## src/rtl/result_pkg.sv

```systemverilog
// Shared definitions for the result streaming path and the storage-side logic.
package result_pkg;

    localparam int RESULT_MAX_WORDS = 8192;
    localparam int RESULT_DATA_W    = 32;

    typedef enum logic [1:0] {
        ST_IDLE  = 2'd0,
        ST_RUN   = 2'd1,
        ST_FLUSH = 2'd2
    } stream_state_e;

    function automatic logic [31:0] clamp_count(input logic [31:0] count,
                                                input logic [31:0] limit);
        return (count > limit) ? limit : count;
    endfunction

endpackage

```

## src/rtl/result_skid_fifo.sv

```systemverilog
// Two-entry output FIFO between the storage read port and the stream interface.
module result_skid_fifo #(
    parameter int W = 32
) (
    input  logic         CLK,
    input  logic         RESET_N,
    input  logic         clr_i,
    input  logic         push_i,
    input  logic [W-1:0] din_i,
    input  logic         pop_i,
    output logic [W-1:0] dout_o,
    output logic         full_o,
    output logic         empty_o,
    output logic [1:0]   count_o
);

    logic [1:0][W-1:0] mem_q;
    logic              wr_ptr_q;
    logic              rd_ptr_q;
    logic [1:0]        count_q;

    // The caller never pushes when full nor pops when empty.
    always_ff @(posedge CLK or negedge RESET_N) begin
        if (!RESET_N) begin
            mem_q    <= '0;
            wr_ptr_q <= 1'b0;
            rd_ptr_q <= 1'b0;
            count_q  <= 2'd0;
        end else if (clr_i) begin
            wr_ptr_q <= 1'b0;
            rd_ptr_q <= 1'b0;
            count_q  <= 2'd0;
        end else begin
            if (push_i) begin
                mem_q[wr_ptr_q] <= din_i;
                wr_ptr_q        <= ~wr_ptr_q;
            end
            if (pop_i) begin
                rd_ptr_q <= ~rd_ptr_q;
            end
            count_q <= count_q + 2'(push_i) - 2'(pop_i);
        end
    end

    assign dout_o  = mem_q[rd_ptr_q];
    assign full_o  = (count_q == 2'd2);
    assign empty_o = (count_q == 2'd0);
    assign count_o = count_q;

endmodule

```

## src/rtl/result_streamer.sv

```systemverilog
// Streams a block of words from a 1-cycle-latency storage port onto an AXI-Stream style master.
module result_streamer
    import result_pkg::*;
#(
    parameter int ADDR_BITS = 13,
    parameter int MAX_WORDS = RESULT_MAX_WORDS
) (
    input  logic        CLK,
    input  logic        RESET_N,
    input  logic        START,
    input  logic [31:0] COUNT,
    input  logic        ABORT,
    output logic [31:0] READ_ADDR,
    input  logic [31:0] READ_DOUT,
    output logic [31:0] M_TDATA,
    output logic        M_TVALID,
    input  logic        M_TREADY,
    output logic        M_TLAST,
    output logic        BUSY,
    output logic        DONE
);

    // One extra bit so a full MAX_WORDS transfer can count to len without wrapping.
    localparam int CW = $clog2(MAX_WORDS) + 1;

    stream_state_e state_q;
    logic [CW-1:0] len_q;
    logic [CW-1:0] len_d;
    logic [CW-1:0] rd_idx_q;
    logic [CW-1:0] sent_q;
    logic          inflight_q;
    logic          busy_q;
    logic          done_q;

    logic [1:0]    fifo_count;
    logic          fifo_full;
    logic          fifo_empty;
    logic [31:0]   fifo_dout;
    logic          push;
    logic          pop;
    logic          issue;
    logic          accept;
    logic          abort_act;
    logic          last_hs;
    logic [2:0]    occ;

    assign len_d = CW'(clamp_count(COUNT, 32'(MAX_WORDS)));

    assign M_TVALID  = ~fifo_empty;
    assign M_TDATA   = fifo_dout;
    assign M_TLAST   = M_TVALID && (sent_q == len_q - CW'(1));
    assign READ_ADDR = 32'(rd_idx_q[ADDR_BITS-1:0]);
    assign BUSY      = busy_q;
    assign DONE      = done_q;

    assign pop       = M_TVALID & M_TREADY;
    assign push      = inflight_q & (~fifo_full | pop);
    assign last_hs   = pop & M_TLAST;
    assign abort_act = ABORT && (state_q != ST_IDLE);
    assign accept    = START && !ABORT && (state_q == ST_IDLE) && !busy_q;

    // Reads are throttled so queued plus in-flight words never exceed the FIFO depth.
    assign occ   = 3'(fifo_count) + 3'(inflight_q);
    assign issue = (state_q == ST_RUN) && (rd_idx_q < len_q) && (occ < 3'd2 + 3'(pop));

    result_skid_fifo #(
        .W(RESULT_DATA_W)
    ) u_fifo (
        .CLK     (CLK),
        .RESET_N (RESET_N),
        .clr_i   (abort_act),
        .push_i  (push),
        .din_i   (READ_DOUT),
        .pop_i   (pop),
        .dout_o  (fifo_dout),
        .full_o  (fifo_full),
        .empty_o (fifo_empty),
        .count_o (fifo_count)
    );

    always_ff @(posedge CLK or negedge RESET_N) begin
        if (!RESET_N) begin
            state_q    <= ST_IDLE;
            len_q      <= '0;
            rd_idx_q   <= '0;
            sent_q     <= '0;
            inflight_q <= 1'b0;
            busy_q     <= 1'b0;
            done_q     <= 1'b0;
        end else begin
            done_q     <= 1'b0;
            inflight_q <= issue;
            if (issue) begin
                rd_idx_q <= rd_idx_q + CW'(1);
            end
            if (pop) begin
                sent_q <= sent_q + CW'(1);
            end

            unique case (state_q)
                ST_IDLE: begin
                    busy_q <= 1'b0;
                    if (accept) begin
                        len_q    <= len_d;
                        rd_idx_q <= '0;
                        sent_q   <= '0;
                        busy_q   <= 1'b1;
                        // Empty transfer: BUSY and DONE for a single cycle, no RUN.
                        if (len_d == '0) begin
                            done_q <= 1'b1;
                        end else begin
                            state_q <= ST_RUN;
                        end
                    end
                end
                ST_RUN, ST_FLUSH: begin
                    if (last_hs) begin
                        state_q <= ST_IDLE;
                        busy_q  <= 1'b0;
                        done_q  <= 1'b1;
                    end else if (state_q == ST_RUN && rd_idx_q == len_q) begin
                        state_q <= ST_FLUSH;
                    end
                end
                default: begin
                    state_q <= ST_IDLE;
                    busy_q  <= 1'b0;
                end
            endcase

            if (abort_act) begin
                state_q    <= ST_IDLE;
                busy_q     <= 1'b0;
                done_q     <= 1'b0;
                inflight_q <= 1'b0;
            end
        end
    end

endmodule

```

## config.mk

```make
export PLATFORM = sky130hd
export DESIGN_NAME = result_streamer
export DESIGN_NICKNAME = d
export VERILOG_FILES = /design/src/rtl/result_pkg.sv /design/src/rtl/result_skid_fifo.sv /design/src/rtl/result_streamer.sv
export SDC_FILE = /design/constraint.sdc
export NUM_CORES = 1
export LEC_CHECK = 0
export BUFFER_PORTS_ARGS = -buffer_cell sky130_fd_sc_hd__buf_2
export CAP_MARGIN = 20
export CORE_MARGIN = 3
export CORE_UTILIZATION = 50
export DETAILED_ROUTE_END_ITERATION = 12
export PLACE_DENSITY_LB_ADDON = 0.2
export SLEW_MARGIN = 20
export SYNTH_ARGS = -nofsm -noshare
export SYNTH_HDL_FRONTEND = slang
export SYNTH_HIERARCHICAL = 1
export SYNTH_SLANG_ARGS = --single-unit
```

## constraint.sdc

```tcl
create_clock -name CLK -period 5.8 [get_ports CLK]
set_clock_uncertainty 0.1 [all_clocks]
set_input_delay 1.16 -clock CLK [delete_from_list [all_inputs] [get_ports CLK]]
set_output_delay 1.16 -clock CLK [all_outputs]
set_load 0.02 [all_outputs]
```

==> impl_metrics.csv <==
group,metric,value,unit
final_layout,final_cell_area,0.007545,sq mm
min_path,worstHoldStart,"u_fifo/mem_q[9]",
yosys,yosys_most_used_dff,"dfrtp_1",
placed_design,gp_congestion,0.9116,
global_routing,grt_max_degree,69,
sta,finalSetupTns,0,ns
sta,rsz0062_at_grt,"no",
final_layout,layout-drive-gt1-share,0.3658,
worst_setup_path,cp_data_required_time,4.54,ns
floorplan,die_area,0.01427,sq mm
global_routing,grt_pass1_vias,4807,
worst_setup_path,startpoint_type,"flip-flop",
final_layout,final_nets,792,
power_and_ir_drop,p_per_area,503.5,mW/mm^2
yosys,async_flop_share,1.000,
yosys,seq_area_frac_synth,0.4472,
yosys,netlist_instances,590,
sta,holdWs,0.3868,ns
min_path,hp-class,"flip-flop to flip-flop",
drt,firstDrtPassIters,4,
worst_setup_path,critPathArrivalTime,3.29,ns
flow_run,maxCapViolations,0,
sta,setup_violations,0,
clocking,tritoncts,"done",
sta,max_slew_margin,0.3902,
drt,drc,0,
yosys,netlist_area,0.006435,sq mm
global_routing,antenna_found_initial,0,
yosys,yosys_warnings,6,
yosys,yosysUniqueCellTypes,63,
drt,vias,4717,
yosys,synth_seq_cells,115,
power_and_ir_drop,peakVddDrop,0.0002851,V
floorplan,die_h,119.4,um
global_routing,overflow,0,
yosys,synth_top_family_by_area,"multiplexers",
global_routing,grt_use_total,0.2057,
floorplan,rows,40,
clocking,htreeDepth,4,
final_layout,antenna_cells,0,
final_layout,final_util,0.6128,
power_and_ir_drop,leakagePower,3.630,nW
drt,drt_iter0_drc,274,
placed_design,dp_hpwl,10310,um
floorplan,initial_core_util,0.5227,
worst_setup_path,crit_type,"flip-flop to output pin",
worst_setup_path,critPathMaxFanout,6,
global_routing,grt_pass1_wl,23410,um
clocking,clkSinkCount,115,
yosys,synthSimpleGateAreaFrac,0.1334,
placed_design,io_buffers,117,
sta,timing.fmax,220.0,MHz
yosys,synthAdderAreaFrac,0.05055,
yosys,muxShareOfSynthArea,0.1758,
sta,tightest_slew,0.9098,ns
floorplan,ios,137,
worst_setup_path,critPathLaunch,"len_q[0]",
placed_design,placed_area,0.006978,sq mm
drt,ant_nets,0,
clocking,root_buffer,"clkbuf_16",
sta,fin_crit,4.545,ns
yosys,synth_edf_count,0,
worst_setup_path,reg2reg_from,"len_q[0]",
drt,wl_per_cell,16.20,um
floorplan,fp.dieW,119.4,um
drt,vias_per_cell,5.385,
sta,hold_violations,0,
yosys,syn_avg_cell_area,10.91,sq um
clocking,numCtsBuffers,17,
sta,finalCritPeriodShare,0.7837,
clocking,clock_latency,0.41,ns
placed_design,dp_worst_setup_slack,1.749,ns
sta,final-max-slew-violation-count,0,
drt,routed_wl,14190,um
status,status,"finished, final reports clean",
sta,worst_slack,1.255,ns
clocking,ctsResizeCount,0,
clocking,cts_hold_buf,0,
clocking,post-cts-setup-buffers,0,
yosys,synth-compound-area-share,0.06630,
final_layout,syn2layout_area_growth,17.25,%
clocking,clk_pin_slew_worst_paths,0.05,ns
floorplan,coreArea,0.01231,sq mm
clocking,cts_buffer_depth,2,
yosys,synth_xor_area_frac,0.05250,
worst_setup_path,end_kind,"output pin",
-- kinds of logic (layout without fill, tap and decap cells) --
kind of cell,count (synthesis),in the layout
compound gates,66,66
xor+xnor,37,37
fa+ha+maj,26,26
buf+inv,79,179
flops,115,115
mux,101,101
other cells,1,19
simple gates,165,165
-- metrics by stage --
| step | cells | power (mW) |
|---|---|---|
| 2_1_floorplan | 608 | 2.411 |
| 3_3_place_gp | 846 | 2.744 |
| 3_5_place_dp | 846 | 2.812 |
| 4_1_cts | 876 | 3.827 |
| 5_1_grt | 876 | 4.032 |
| 6_report | 876 | 3.799 |
-- cells in the final DEF (no fill, tap or decap), types with 2 or more instances in the layout --
| cell type | synthesis | final |
|---|---|---|
| buf_4 | 32 | 6 |
| nand2b_1 | 4 | 4 |
| xor2_1 | 19 | 19 |
| ha_1 | 26 | 26 |
| clkbuf_8 | 3 | 2 |
| mux2i_1 | 5 | 5 |
| a21o_1 | 4 | 4 |
| nand3_1 | 14 | 14 |
| nor2_1 | 44 | 44 |
| nor3b_1 | 2 | 2 |
| clkbuf_16 | 0 | 17 |
| conb_1 | 1 | 19 |
| mux2_1 | 2 | 2 |
| a31oi_1 | 2 | 2 |
| a22oi_1 | 2 | 2 |
| clkinv_2 | 0 | 4 |
| nand4_1 | 9 | 9 |
| xnor2_1 | 17 | 17 |
| bufinv_16 | 0 | 2 |
| nor2b_1 | 3 | 3 |
| buf_2 | 4 | 116 |
| mux2_2 | 94 | 94 |
| nand2_1 | 39 | 39 |
| nor4_1 | 13 | 13 |
| or3_1 | 5 | 5 |
| a21oi_1 | 14 | 14 |
| nor3_1 | 5 | 5 |
| o21ai_0 | 24 | 24 |
| inv_1 | 26 | 26 |
| nand3b_1 | 2 | 2 |
| or4_1 | 4 | 4 |
| and3_1 | 10 | 10 |
| clkinvlp_4 | 0 | 4 |
| o31ai_1 | 3 | 3 |
| dfrtp_1 | 115 | 115 |
-- critical path: stages (launching register included) --
cell      delay, ns
dfrtp_1        0.44
or4_1          0.64
nor4_1         0.29
nor3_1         0.07
a211o_1        0.27
a2111o_1       0.44
nor4_1         0.46
buf_2          0.25
-- layout make-up --
cell class | instances | area (sq um)
Inverter | 27 | 101.3
Sequential cell | 115 | 2878
Multi-Input combinational cell | 414 | 3163
Clock inverter | 10 | 110.1
Clock buffer | 20 | 456.7
Timing Repair Buffer | 122 | 625.6
Tap cell | 168 | 210.2
Fill cell | 1053 | 4767
-- sequential cells by signal, indices dropped and copies added (netlist names) --
signal and flops:
u_fifo/mem_q 64, len_q 14, rd_idx_q 14, sent_q 14
state_q 2, u_fifo/count_o 2, BUSY 1, DONE 1
inflight_q 1, u_fifo/rd_ptr_q 1, u_fifo/wr_ptr_q 1
-- synth_stat cells (all sizes together), types with 3 or more instances --
cell type  instances  share of area
nand4              9         0.0087
or4                5         0.0064
inv               26          0.015
nand2             39          0.023
mux2i              5         0.0078
nor2              44          0.026
a21o               4         0.0047
xnor2             17          0.023
ha                26          0.051
nor3b              3         0.0052
clkbuf            13          0.012
nand3             14          0.011
nor2b              3         0.0029
nand3b             3         0.0041
buf               39          0.046
and3              10         0.0097
nor3               6         0.0064
or3                6         0.0060
dfrtp            115           0.45
a21oi             14          0.011
mux2              96           0.17
nand2b             4         0.0039
xor2              19          0.026
nor4              13          0.013
o21ai             24          0.019
o31ai              3         0.0035
-- power breakdown --
group	leakage (nW)	switching (mW)	total, mW	internal, mW
logic	1.88	0.822	1.53	0.711
clock network	0.270	0.354	0.999	0.645
registers	1.48	0.184	1.27	1.08
total	3.63	1.36	3.80	2.44
-- final timing paths --
path                                    to  slack [ns]  depth (start not counted)
setup reg to reg                      DONE        2.62                          7
max in group asynchronous  u_fifo/mem_q[7]        3.68                          2
setup / recovery                   M_TLAST        1.25                          7
hold / removal             u_fifo/mem_q[9]        0.39                          1
min in group asynchronous        sent_q[7]        0.75                          1
hold reg to reg            u_fifo/mem_q[9]        0.39                          1
-- routing by layer --
metal	share of wire	track usage	routed length, um
met4	0.021	0.08447	293
met3	0.045	0.04843	642
met1	0.46	0.2679	6484
met5	0	0	0
met2	0.48	0.3309	6773
Power figures use the tool's default switching activity.
